## src/rtl/uparc_rf_wr_arbiter.sv

```systemverilog
// rtl/uparc_rf_wr_arbiter.sv - register-file write-port arbiter between writeback and an auxiliary result source
// Auxiliary results wait in a 2-entry FIFO; writeback wins unless the FIFO head has starved into FORCE.
module uparc_rf_wr_arbiter #(
   parameter int REGNO_W    = 5,
   parameter int REG_W      = 32,
   parameter int STARVE_MAX = 4
) (
   input  logic                    clk,
   input  logic                    nrst,
   input  logic [REGNO_W-1:0]      i_wb_rd_no,
   input  logic [REG_W-1:0]        i_wb_rd_val,
   input  logic                    i_aux_valid,
   input  logic [REGNO_W-1:0]      i_aux_rd_no,
   input  logic [REG_W-1:0]        i_aux_rd_val,
   output logic                    o_aux_ready,
   output logic                    o_rf_wr_en,
   output logic [REGNO_W-1:0]      o_rf_rd_no,
   output logic [REG_W-1:0]        o_rf_rd_val,
   output logic                    o_wb_stall,
   output logic [(1<<REGNO_W)-1:0] o_pend_mask
);

   localparam logic [3:0] STARVE_LAST = 4'(STARVE_MAX - 1);

   typedef enum logic {ARB, FORCE} state_t;

   state_t               state, state_nxt;
   logic [3:0]           starve_cnt, starve_cnt_nxt;
   logic [REGNO_W-1:0]   fifo_no  [2];
   logic [REG_W-1:0]     fifo_val [2];
   logic                 rd_ptr, wr_ptr;
   logic [1:0]           count;
   logic [1:0]           ent_vld;
   logic                 accept, push, pop;
   logic                 grant_wb, grant_head;

   always_comb begin
      o_aux_ready = (count != 2'd2);
      accept      = i_aux_valid && o_aux_ready;
      push        = accept && (i_aux_rd_no != '0);
   end

   // Grant and starvation tracking; the writeback grant is gated by nrst so reset quiets the port.
   always_comb begin
      state_nxt      = state;
      starve_cnt_nxt = starve_cnt;
      grant_wb       = 1'b0;
      grant_head     = 1'b0;
      o_wb_stall     = 1'b0;
      case (state)
         ARB: begin
            if (nrst && (i_wb_rd_no != '0))
               grant_wb = 1'b1;
            else if (count != 2'd0)
               grant_head = 1'b1;
            if ((count != 2'd0) && !grant_head) begin
               if (starve_cnt == STARVE_LAST) begin
                  state_nxt      = FORCE;
                  starve_cnt_nxt = 4'd0;
               end else begin
                  starve_cnt_nxt = starve_cnt + 4'd1;
               end
            end else begin
               starve_cnt_nxt = 4'd0;
            end
         end
         FORCE: begin
            o_wb_stall     = 1'b1;
            grant_head     = (count != 2'd0);
            state_nxt      = ARB;
            starve_cnt_nxt = 4'd0;
         end
         default: begin
            state_nxt      = ARB;
            starve_cnt_nxt = 4'd0;
         end
      endcase
   end

   assign pop = grant_head;

   always_comb begin
      o_rf_wr_en  = grant_wb | grant_head;
      o_rf_rd_no  = '0;
      o_rf_rd_val = '0;
      if (grant_wb) begin
         o_rf_rd_no  = i_wb_rd_no;
         o_rf_rd_val = i_wb_rd_val;
      end else if (grant_head) begin
         o_rf_rd_no  = fifo_no[rd_ptr];
         o_rf_rd_val = fifo_val[rd_ptr];
      end
   end

   always_comb begin
      case (count)
         2'd1:    ent_vld = rd_ptr ? 2'b10 : 2'b01;
         2'd2:    ent_vld = 2'b11;
         default: ent_vld = 2'b00;
      endcase
      o_pend_mask = '0;
      for (int i = 0; i < 2; i++)
         if (ent_vld[i])
            o_pend_mask[fifo_no[i]] = 1'b1;
   end

   always_ff @(posedge clk or negedge nrst) begin
      if (!nrst) begin
         state      <= ARB;
         starve_cnt <= 4'd0;
         rd_ptr     <= 1'b0;
         wr_ptr     <= 1'b0;
         count      <= 2'd0;
      end else begin
         state      <= state_nxt;
         starve_cnt <= starve_cnt_nxt;
         if (push)
            wr_ptr <= ~wr_ptr;
         if (pop)
            rd_ptr <= ~rd_ptr;
         case ({push, pop})
            2'b10:   count <= count + 2'd1;
            2'b01:   count <= count - 2'd1;
            default: count <= count;
         endcase
      end
   end

   // Entry payload needs no reset: a zero count already marks every slot empty.
   always_ff @(posedge clk) begin
      if (push) begin
         fifo_no[wr_ptr]  <= i_aux_rd_no;
         fifo_val[wr_ptr] <= i_aux_rd_val;
      end
   end

endmodule
```

## config.mk

```make
export PLATFORM = sky130hd
export DESIGN_NAME = uparc_rf_wr_arbiter
export DESIGN_NICKNAME = d
export VERILOG_FILES = /design/src/rtl/uparc_rf_wr_arbiter.sv
export SDC_FILE = /design/constraint.sdc
export NUM_CORES = 1
export LEC_CHECK = 0
export CAP_MARGIN = 20
export CORE_MARGIN = 5
export CORE_UTILIZATION = 35
export CTS_BUF_LIST = sky130_fd_sc_hd__clkbuf_8
export CTS_CLUSTER_DIAMETER = 100
export CTS_CLUSTER_SIZE = 40
export DETAILED_ROUTE_END_ITERATION = 6
export PLACE_DENSITY = 0.76
export RECOVER_POWER = 100
export SYNTH_ARGS = -nofsm -noshare
export SYNTH_HDL_FRONTEND = slang
export SYNTH_SLANG_ARGS = --single-unit
```

## constraint.sdc

```tcl
create_clock -name clk -period 5.4 [get_ports clk]
set_input_delay 1.08 -clock clk [delete_from_list [all_inputs] [get_ports clk]]
set_output_delay 1.08 -clock clk [all_outputs]
set_load 0.1 [all_outputs]
```

==> metrics.md <==
| Metric | Value |
|---|---|
| Worst-Margin Slew | 1470 ps |
| Design Area, Final | 6260 sq um |
| Gr usage total | 14.5% |
| Sequential Area | 2450 sq um |
| Setup Buffers After CTS | 0 |
| Worst path max stage delay | 790 ps |
| Min Tclk post-route | 4800 ps |
| CP delay by family, top | buffers and inverters |
| DP Wirelength | 7.50 mm |
| DRT Pass-1 Iters | 4 |
| Post-Syn Nets | 406 |
| FF+latch count, synth | 83 |
| First-pass GRT wire length | 16.8 mm |
| Via Count | 3,215 |
| Buffer and inverter count on the worst path | 3 |
| Starting Density | 35.3% |
| Root buf cell | clkbuf_8 |
| FP Rows | 40 |
| DRC viols | 0 |
| Layout overhead on the synthesized area | 49.6% |
| Total power | 3.52 mW |
| Post-synthesis mux area share | 17.7% |
| Die height | 119 microns |
| Via density | 5.20 |
| Post-Route WL | 10.4 mm |
| Hold crit path type | reg -> reg |
| Post-DRT Antenna Nets | 0 |
| Top Ports | 149 |
| Unrepaired setup endpoints after global routing | no |
| Max Fclk | 208 MHz |
| Area share of and/or/nand/nor cells after synthesis | 9.42% |
| Final hold slack | 487 ps |
| Worst IR drop on VDD | 0.000331 V |
| Max-slew headroom | 1.86% |
| Port Buffers | 148 |
| Layout cells sized above 1 | 12.6% |
| Final max-slew violation count | 0 |
| Max cap viols | 0 |
| Pwr Density | 562 nW/um^2 |
| DIE AREA | 14,200 sq um |
| Nets | 547 |
| Crit. End Element | output port |
| Setup TNS | 0 ps |
| Cell area after synthesis | 4180 sq um |
| Filler instances | 1,015 |
| Reg clk slew, reported paths | 80 ps |
| Core Footprint | 11,900 sq um |
| Resized cells post-CTS | 0 |
| Synthesized instance count | 324 |
| Die Width | 119 microns |
| Total gr overflow | 0 |
| P_leak | 2.43 nW |
| Worst path slowest cell | dlygate4sd3_1 |
| Commonest cells after routing, fill and taps aside | edfxtp_1 (74), dlygate4sd3_1 (72), nor2_1 (45), clkdlybuf4s50_1 (38), mux2i_1 (37) |
| Largest net degree at the start of global routing | 43 |
| Gpl congestion | 0.809 |
| Mean post-synth cell area | 12.9 sq um |
| Post-synthesis xor/xnor area fraction | 0.837% |
| Clock latency on the worst-skew pair | 340 ps |
| Distinct cells, synth | 37 |
| DP Area | 6070 sq um |
| Cell breakdown of the critical path | dlygate4sd3_1 -> nor2b_1 -> o21ai_4 -> buf_16 -> mux2_1 -> clkbuf_2 |
| Setup violators final | 0 |
| Initial antenna violation count | 1 |
| Status | completed |
| CTS max path bufs | 2 |
| Largest family of logic cells by synthesized area | multiplexers |
| Final hold vios | 0 |
| Adder-Cell Fraction of Synth Area | 1.50% |
| Vias in the first global route | 3,373 |
| Clock Skews | 11.6 ps |
| Post-synthesis sequential area ratio | 58.5% |
| H-tree levels | 3 |
| Crit start category | input port |
| Clock sinks | 83 |
| Crit-path max FO | 24 |
| Multi-input gate area | 1580 sq um |
| Hold Buf Count CTS | 0 |
| Most common cell after layout, fill and taps aside | edfxtp_1 |
| DR iter-0 viols | 307 |
| Crit share post-route | 88.9% |
| Synth Area in Compound Gates | 8.28% |
| TritonCTS clock tree | yes |
| Worst Path Required | 4320 ps |
| Drt wl/cell | 16.8 microns |
| Post-layout util | 52.8% |
| Ys Warns | 0 |
| WP data arrival | 3720 ps |
| CTS buffer count | 9 |
| Worst Setup Path Type | in -> out |
-- through the flow --
stage	instances	setup WS (ps)
6_report	618	599
5_1_grt	618	361
4_1_cts	614	557
3_5_place_dp	598	565
3_3_place_gp	598	647
2_1_floorplan	324	90.6
-- final timing paths --
| path | from | slack, ps | endpoint | cells past startpoint |
|---|---|---|---|---|
| max | nrst | 600 | o_rf_rd_val[22] | 6 |
| min | starve_cnt[0] | 490 | starve_cnt[0] | 1 |
| max reg2reg | count[0] | 1830 | fifo_val[0][8] | 6 |
| min reg2reg | starve_cnt[0] | 490 | starve_cnt[0] | 1 |
| max in group asynchronous | nrst | 3990 | rd_ptr | 1 |
| min in group asynchronous | nrst | 1100 | starve_cnt[2] | 1 |
-- worst register-to-register path, stage by stage, from the launching register on --
cell	delay [ps]
dfrtp_1	400
inv_1	80
ha_1	270
inv_1	120
o211ai_1	180
nor2_1	1140
clkbuf_1	990
-- report_power, final --
group	internal [mW]	switching, mW	leakage [nW]
Sequential	0.874	0.0622	0.802
Clock	0.216	0.222	0.0958
Combinational	0.685	1.46	1.53
-- synth_stat cells, drive strengths merged --
| master | number | area share, % |
|---|---|---|
| or3b | 3 | 0.63 |
| nor2 | 45 | 4.0 |
| o2111ai | 4 | 0.84 |
| mux2 | 33 | 8.9 |
| o211ai | 2 | 0.36 |
| o22ai | 32 | 4.8 |
| a2111oi | 1 | 0.36 |
| buf | 10 | 1.9 |
| or3 | 2 | 0.30 |
| a21oi | 1 | 0.12 |
| o211a | 1 | 0.24 |
| nand2b | 2 | 0.30 |
| nand2 | 10 | 0.90 |
| mux2i | 37 | 8.9 |
| o21ai | 2 | 0.51 |
| nand3b | 7 | 1.3 |
| ha | 5 | 1.5 |
| nand4b | 2 | 0.42 |
| nand3 | 4 | 0.48 |
| xnor2 | 3 | 0.63 |
| edfxtp | 74 | 53 |
| dfrtp | 9 | 5.4 |
| clkbuf | 12 | 1.1 |
| o21a | 1 | 0.18 |
| a21o | 1 | 0.18 |
| o31ai | 4 | 0.72 |
| nor3 | 1 | 0.12 |
| or4 | 2 | 0.36 |
| xor2 | 1 | 0.21 |
| nand4 | 1 | 0.15 |
| nor3b | 1 | 0.18 |
| inv | 9 | 0.81 |
| nor2b | 2 | 0.30 |
-- state kept, by name (all words and copies together), names as in the netlist --
| register | cells |
|---|---|
| fifo_val | 64 |
| fifo_no | 10 |
| starve_cnt | 4 |
| count | 2 |
| state | 1 |
| rd_ptr | 1 |
| wr_ptr | 1 |
-- metal layers --
| metal | share of wire [%] | GRT usage [%] |
|---|---|---|
| met2 | 52 | 25.9 |
| met4 | 1.7 | 5.08 |
| met3 | 7.3 | 3.99 |
| met1 | 39 | 16.6 |
| met5 | 0 | 0 |
-- cell families (layout without fill, tap and decap cells) --
kind of cell / count (synthesis) / in the layout
AO/OA/AOI/OAI: 49 / 49
XOR/XNOR: 4 / 4
adder cells (fa/ha/maj): 5 / 5
buffers and inverters: 31 / 177
flip-flops: 83 / 83
multiplexers: 70 / 70
other: 0 / 1
AND/OR/NAND/NOR: 82 / 82
-- area by class of cell --
type / count / share of cell area, %
diodes: 1 / 0.0400
clock inverters: 7 / 1.22
flip-flops and latches: 83 / 39.1
well taps: 147 / 2.94
inverters: 9 / 0.540
repair buffers: 152 / 29.0
clock buffers: 9 / 1.98
multi-input cells: 210 / 25.2
Power figures use the tool's default switching activity.
